==> src/rtl/tri_bus_pkg.sv <==
// Shared types and default constants for the tri-state bus reader.
package tri_bus_pkg;

    typedef enum logic [1:0] {
        IDLE   = 2'd0,
        DRIVE  = 2'd1,
        TURN   = 2'd2,
        FINISH = 2'd3
    } state_t;

    localparam int N_SRC_DEF  = 4;
    localparam int W_DEF      = 1;
    localparam int SETTLE_DEF = 1;

endpackage

==> src/rtl/prio_next_sel.sv <==
// Lowest set mask bit above (or, with incl, at) the current index; none=1 if no such bit.
module prio_next_sel #(
    parameter int N_SRC = 4,
    parameter int IW    = 2
) (
    input  logic [N_SRC-1:0] mask,
    input  logic [IW-1:0]    cur,
    input  logic             incl,
    output logic [IW-1:0]    next,
    output logic             none
);

    // Scan from the top down so the lowest qualifying index is the last one written.
    always_comb begin
        next = '0;
        none = 1'b1;
        for (int i = N_SRC - 1; i >= 0; i--) begin
            if (mask[i] && ((i > int'(cur)) || (incl && (i == int'(cur))))) begin
                next = IW'(i);
                none = 1'b0;
            end
        end
    end

endmodule

==> src/rtl/tri_bus_reader.sv <==
// Grants each masked tri-state source in turn, samples the shared bus after a settle
// time, inserts a dead cycle between grants, and presents all samples as one word.
module tri_bus_reader
    import tri_bus_pkg::*;
#(
    parameter int N_SRC  = N_SRC_DEF,
    parameter int W      = W_DEF,
    parameter int SETTLE = SETTLE_DEF
) (
    input  logic               clk,
    input  logic               rst_n,
    input  logic               start,
    input  logic [N_SRC-1:0]   src_mask,
    input  logic [W-1:0]       bus_in,
    output logic [N_SRC-1:0]   en,
    output logic               busy,
    output logic               done,
    output logic [N_SRC*W-1:0] data_out
);

    localparam int IW = (N_SRC > 1) ? $clog2(N_SRC) : 1;
    localparam int CW = (SETTLE > 0) ? $clog2(SETTLE + 1) : 1;
    localparam logic [CW-1:0] CNT_LOAD = CW'(SETTLE - 1);

    state_t             state, state_nxt;
    logic [CW-1:0]      cnt;
    logic [IW-1:0]      idx;
    logic [N_SRC-1:0]   mask_q;
    logic [N_SRC*W-1:0] shadow;

    logic [N_SRC-1:0]   sel_mask;
    logic [IW-1:0]      sel_cur;
    logic               sel_incl;
    logic [IW-1:0]      sel_next;
    logic               sel_none;

    // In IDLE the live mask is searched from index 0 inclusive; in TURN the latched mask above idx.
    assign sel_incl = (state == IDLE);
    assign sel_mask = sel_incl ? src_mask : mask_q;
    assign sel_cur  = sel_incl ? '0 : idx;

    prio_next_sel #(
        .N_SRC (N_SRC),
        .IW    (IW)
    ) u_sel (
        .mask (sel_mask),
        .cur  (sel_cur),
        .incl (sel_incl),
        .next (sel_next),
        .none (sel_none)
    );

    always_ff @(posedge clk or negedge rst_n) begin
        if (!rst_n) state <= IDLE;
        else        state <= state_nxt;
    end

    always_comb begin
        state_nxt = state;
        en        = '0;
        busy      = (state != IDLE);
        done      = (state == FINISH);
        case (state)
            IDLE:    if (start) state_nxt = sel_none ? FINISH : DRIVE;
            DRIVE: begin
                en[idx] = 1'b1;
                if (cnt == '0) state_nxt = TURN;
            end
            TURN:    state_nxt = sel_none ? FINISH : DRIVE;
            FINISH:  state_nxt = IDLE;
            default: state_nxt = IDLE;
        endcase
    end

    always_ff @(posedge clk or negedge rst_n) begin
        if (!rst_n) begin
            cnt      <= '0;
            idx      <= '0;
            mask_q   <= '0;
            shadow   <= '0;
            data_out <= '0;
        end else begin
            case (state)
                IDLE: if (start) begin
                    mask_q <= src_mask;
                    shadow <= '0;
                    if (sel_none) begin
                        data_out <= '0;
                    end else begin
                        idx <= sel_next;
                        cnt <= CNT_LOAD;
                    end
                end
                DRIVE: begin
                    if (cnt == '0) shadow[int'(idx)*W +: W] <= bus_in;
                    else           cnt <= cnt - 1'b1;
                end
                TURN: begin
                    if (sel_none) begin
                        data_out <= shadow;
                    end else begin
                        idx <= sel_next;
                        cnt <= CNT_LOAD;
                    end
                end
                default: ;
            endcase
        end
    end

endmodule

==> config.mk <==
export PLATFORM = sky130hd
export DESIGN_NAME = tri_bus_reader
export DESIGN_NICKNAME = d
export VERILOG_FILES = /design/src/rtl/tri_bus_pkg.sv /design/src/rtl/prio_next_sel.sv /design/src/rtl/tri_bus_reader.sv
export SDC_FILE = /design/constraint.sdc
export NUM_CORES = 1
export LEC_CHECK = 0
export CAP_MARGIN = 20
export CORE_MARGIN = 2
export CORE_UTILIZATION = 41
export DETAILED_ROUTE_END_ITERATION = 8
export PLACE_DENSITY = 0.75
export SKIP_LAST_GASP = 1
export SLEW_MARGIN = 20
export SYNTH_ARGS = -nofsm -noshare
export SYNTH_HDL_FRONTEND = slang
export SYNTH_SLANG_ARGS = --single-unit
==> constraint.sdc <==
create_clock -name clk -period 2 [get_ports clk]
set_clock_uncertainty 0.1 [all_clocks]
set_input_delay 0.6 -clock clk [delete_from_list [all_inputs] [get_ports clk]]
set_output_delay 0.6 -clock clk [all_outputs]
set_load 0.02 [all_outputs]
## After elaboration in Yosys (flattened, before gate mapping)

Cells that the tools add are included.

| storage, ports and cells | value |
|---|---|
| register bits | 17 |
| latch bits | 0 |
| memory bits (writable) | 0 |
| ROM bits | 0 |
| memories kept | 0 |

| cells by class | value |
|---|---|
| add/subtract/negate cells | 2 |
| $mul | 0 |
| divide/modulo/power cells | 0 |
| order comparisons | 5 |
| equal/unequal tests | 10 |
| shift-type cells | 2 |
| multiplexer cells | 32 |
| bitwise gates (word level) | 0 |
| reductions and logical operators | 24 |

Operator list:

| operator | number |
|---|---|
| 2-bit negation with 33-bit output | 1 |
| 1-bit by 33-bit variable shift with 4-bit output, first input constant | 1 |
| 1-bit by 33-bit indexed part select with 4-bit output | 1 |
| 4-bit 2-to-1 mux | 7 |
| 2-bit 2-to-1 mux | 10 |
| 4-bit one-hot mux with 2 select lines | 2 |
| 1-bit logical AND | 9 |
| 1-bit 2-to-1 mux | 8 |
| 2-bit one-hot mux with 4 select lines | 1 |
| 2-bit AND reduction | 4 |
| 2-bit inequality test, second input constant | 3 |
| 2-bit nonzero test | 3 |
| 4-bit bitwise mux | 1 |
| 2-bit equality test, first input constant | 2 |
| 2-bit equality test, second input constant | 2 |
| 2-bit greater-than comparator, first input constant | 2 |
| 2-bit zero test | 2 |
| 2-bit one-hot mux with 2 select lines | 1 |
| 4-bit AND reduction | 1 |
| 1-bit logical OR | 3 |
| 2-bit by 3-bit less-than comparator with 1-bit output, second input constant | 1 |
| 1-bit one-hot mux with 3 select lines | 1 |
| 3-bit AND reduction | 1 |
| 3-bit nonzero test | 1 |
| 7 further kinds | 7 |

## Longest topological paths before layout

| depth | value |
|---|---|
| depth in word-level cells | 13 |
| depth in mapped cells | 6 |

## By module

From an unflattened synthesis, not the netlist that was laid out.

| second synthesis, totals | value |
|---|---|
| cell total of the unflattened synthesis | 97 |
| area total of the unflattened synthesis | 1037.2 µm² |

By module, submodules not included:

| module | instances | cells an instance | area an instance (µm²) | seq. area each (µm²) |
|---|---|---|---|---|
| tri_bus_reader | 1 | 81 | 937.1 | 425.4 |
| prio_next_sel | 1 | 16 | 100.1 | 0.0 |

## Worst setup path before layout

OpenSTA, ideal clock, no wires.

| path | value |
|---|---|
| path type | register -> output |
| start point | reg idx[0] |
| end point | out en[0] |
| arrival time | 1043 ps |
| required time | 1300 ps |
| setup slack | 257 ps |
| stages on the path, launching flop included | 4 |
| buffers on the path | 0 |
| cells stage by stage | dfrtp_1 inv_1 ha_1 and2_1 |

| between the ends | value |
|---|---|
| word-level cells in the longest chain between the ends | 5 |
| elaborated cells between the ends (all ways) | 6 |
| classes of those cells | order compare (2); mux (3); reduce/logical (1) |

Ends and longest elaborated chain:

| item | RTL line | source |
|---|---|---|
| from (decl) | tri_bus_reader.sv:27 | `logic [IW-1:0] idx;` |
| from (signal assigned) | tri_bus_reader.sv:90 | `idx <= sel_next;` |
| from (signal assigned) | tri_bus_reader.sv:102 | `idx <= sel_next;` |
| 2-bit by 3-bit less-than comparator with 1-bit output (not written as such) or 2-bit by 1-bit >= comparator with 1-bit output (tied branches) | tri_bus_reader.sv:66 | `en[idx] = 1'b1;` |
| 1-bit logical AND (not written as such) | tri_bus_reader.sv:66 |  |
| 1-bit 2-to-1 mux (not written as such) | tri_bus_reader.sv:66 |  |
| 1-bit demux with 2-bit select * | tri_bus_reader.sv:66 |  |
| 4-bit 2-to-1 mux * | tri_bus_reader.sv:63 | `case (state)` |
| to (decl) | tri_bus_reader.sv:15 | `output logic [N_SRC-1:0] en,` |

Every way passes the cells marked *; elsewhere a longest branch is shown, timed or not.

## Final worst setup path

| path | value |
|---|---|
| start point | reg idx[0] |
| end point | out en[3] |

Same word-level chain as after synthesis.

==> metrics <==
status complete, no violations; Critical Path Source idx[0]; port buffer count 17; clock sinks 16; reg-to-reg critical path startpoint state[1]; Ports 18; Crit Path Max Fanout 3; WL per Instance 14.6 µm; PnR worst setup slack 0.00893 ns; critical path's slowest cell dfrtp_1; switching power of the nets 0.865 mW; setup_tns 0 ns; CP Launch Type flip-flop; Post-synth EDFFs 0; DR DRC count 0; max frequency 502 MHz; crit-path most repeated cell buf_6; GR Util All Layers 20.1%; Comb power frac 64.2%; synthesized area per cell 9.93 µm²; Worst Setup End Kind output pin; Pleak 0.715 nW; library cells used by synthesis 31; RR Endpoint data_out[1]; Max Slew Vio Count 0; Power Dens Cells 1510 nW/µm²; DRT antenna net count 0; met2 Track Usage GR 31.9%; Post-Place Cells 161; crit path cell chain buf_6 > ha_1 > and2_4 > buf_6; Die H 52.0 µm; synthesis-to-finish area growth 45.9%; CP peak stage delay 0.41 ns; Rel. slew slack 71.3%; Post-Syn Nets 110; Core ar. 2190 µm²; first-pass GRT wire length 3920 µm; worst-skew pair later-pin latency 0.30 ns; total power draw 2.08 mW; sw frac 41.6%; # rows 17; # diodes 0; Via Count 903; top_reg_cell synth dfrtp_1; Post-Layout Cell Count 167; FF-to-FF setup slack 0.19 ns; die area 2700 µm²; period utilisation layout 99.6%; peak supply drop 0.965 mV; worst-case clock buffer depth 2; hold slack 0.405 ns; FF+latch count, synth 16; Reg2Reg Depth 7; CTS tree yes; Post-layout nets 155; pin count of the biggest net entering global routing 17; ys async rst share 100%; Final Hold Viols 0; unrepaired setup endpoints after global routing yes; vias in the first global route 897; Worst-Margin Slew 0.428 ns; Crit Path Category reg -> out; Crit path required time 1.30 ns; clock group share of total power 10.9%; Hold Path Class reg -> reg; Finish-stage setup viols 0; Post-Syn Area 943 µm²; final wirelength 2440 µm; initial core utilization 43.1%; fraction of layout cells with a size suffix above 1 36.0%; power share of the sequential group 24.9%; grt total ovfl 0; internal power 1.21 mW; DRT iter0 DRCs 11; crit path DAT 1.29 ns; post-synthesis sequential area ratio 42.4%; max-cap violation count 0; met3 usage 5.75%; Mapped Cells 95; antenna violations before repair 0; DRT Pass-1 Iters 4; crit path to en[3]; hpwl dp 1780 µm; Tmin final 1.99 ns; YS warnings 0; H-tree levels 1; CTS clk-pin slew, worst paths 0.10 ns; chip width 52.0 µm; global route hottest layer met2; clock root buffer clkbuf_4; met1 Track Usage GR 23.6%; routed vias/inst 5.41; CTS Buf Count 3; setup slack at placement -0.249 ns; RePlAce Congestion 0.896
==> flip-flops by register name (all words and copies together), names as in the netlist <==
| signal | count |
|---|---|
| state | 2 |
| shadow | 4 |
| cnt | 1 |
| mask_q | 3 |
| idx | 2 |
| data_out | 4 |
==> cell usage after synthesis (2+ instances only) <==
cell / count / area share, %
ha_1: 7 / 9.3
a21oi_1: 7 / 3.7
nand2b_1: 3 / 2.0
a22o_1: 5 / 4.6
nand2_1: 7 / 2.8
a2bb2oi_1: 2 / 1.9
o21ai_0: 4 / 2.1
nor2_1: 6 / 2.4
a41o_1: 2 / 2.1
dfrtp_1: 16 / 42
inv_1: 7 / 2.8
and2_1: 5 / 3.3
buf_6: 2 / 2.4
nor3_1: 2 / 1.1
mux2_2: 2 / 2.4
and3_1: 2 / 1.3
a31oi_1: 2 / 1.3
==> cells in the final DEF, fill, tap and decap left out, drive strengths merged, types with 4 or more instances in the layout <==
cell type and count:
inv 7, nand2 7, dfrtp 16, clkdlybuf4s50 9, nor2 6, a21oi 8, o21ai 4, clkbuf 5
buf 31, ha 7, and2 5, a22o 5
==> power by group through the flow <==
stage | sequential, mW | combinational, mW | clock, mW
2_1_floorplan | 0.542 | 0.664 | 0
3_3_place_gp | 0.510 | 1.21 | 0
3_5_place_dp | 0.515 | 1.25 | 0
4_1_cts | 0.517 | 1.30 | 0.227
5_1_grt | 0.526 | 1.45 | 0.241
6_report | 0.517 | 1.33 | 0.226
==> cell families (layout without fill, tap and decap cells) <==
group / Yosys count / after routing / share of synthesized area, %
mux: 2 / 2 / 2.39
flops: 16 / 16 / 42.4
simple gates: 31 / 31 / 18.2
compound gates: 29 / 29 / 22.0
fa+ha+maj: 7 / 7 / 9.28
buf+inv: 10 / 54 / 5.70
==> critical path: cells and delay by family (launching register included) <==
kind                       cells  cell delay (ns)
buffers and inverters          2             0.25
DFF                            1             0.41
and+or+nand+nor                1             0.14
adders and majority gates      1             0.19
==> per-layer routing <==
metal	part of all wire (%)	wire length, µm	up-vias
met4	3.7	89	0
met5	0	0	-
met2	49	1190	26
li1	-	-	430
met3	4.6	111	11
met1	43	1050	436
==> how the worst min path moves through the flow <==
stage,slack (ns),from,endpoint,depth (start not counted)
final,0.40,shadow[0],shadow[0],1
after global routing,0.42,data_out[1],data_out[1],1
after CTS,0.41,shadow[0],shadow[0],1
after global placement,0.38,data_out[2],data_out[2],1
after floorplan,0.20,rst_n,cnt,0
after detailed placement,0.39,data_out[3],data_out[3],1
==> cell type report <==
| class | instances | area [µm²] |
|---|---|---|
| clock buffers | 4 | 36.3 |
| fillers | 185 | 815 |
| inverters | 7 | 26.3 |
| multi-input cells | 69 | 509 |
| flip-flops and latches | 16 | 400 |
| well taps | 28 | 35.0 |
| repair buffers | 43 | 369 |
==> repair_timing <==
item / CTS / global route
pin swaps: 0 / 0
setup endpoints to repair: 6 / 7
buffers inserted: 2 / 0
gates resized for setup: 35 / 9
hold buffers: 0 / 0
==> stage by stage <==
stage          utilization, %  instance area [µm²]
2_1_floorplan               -                  943
3_3_place_gp             59.4                 1300
6_report                 62.8                 1380
5_1_grt                  62.8                 1380
4_1_cts                  62.1                 1360
3_5_place_dp             59.4                 1300
(Power assumes the default switching activity.)
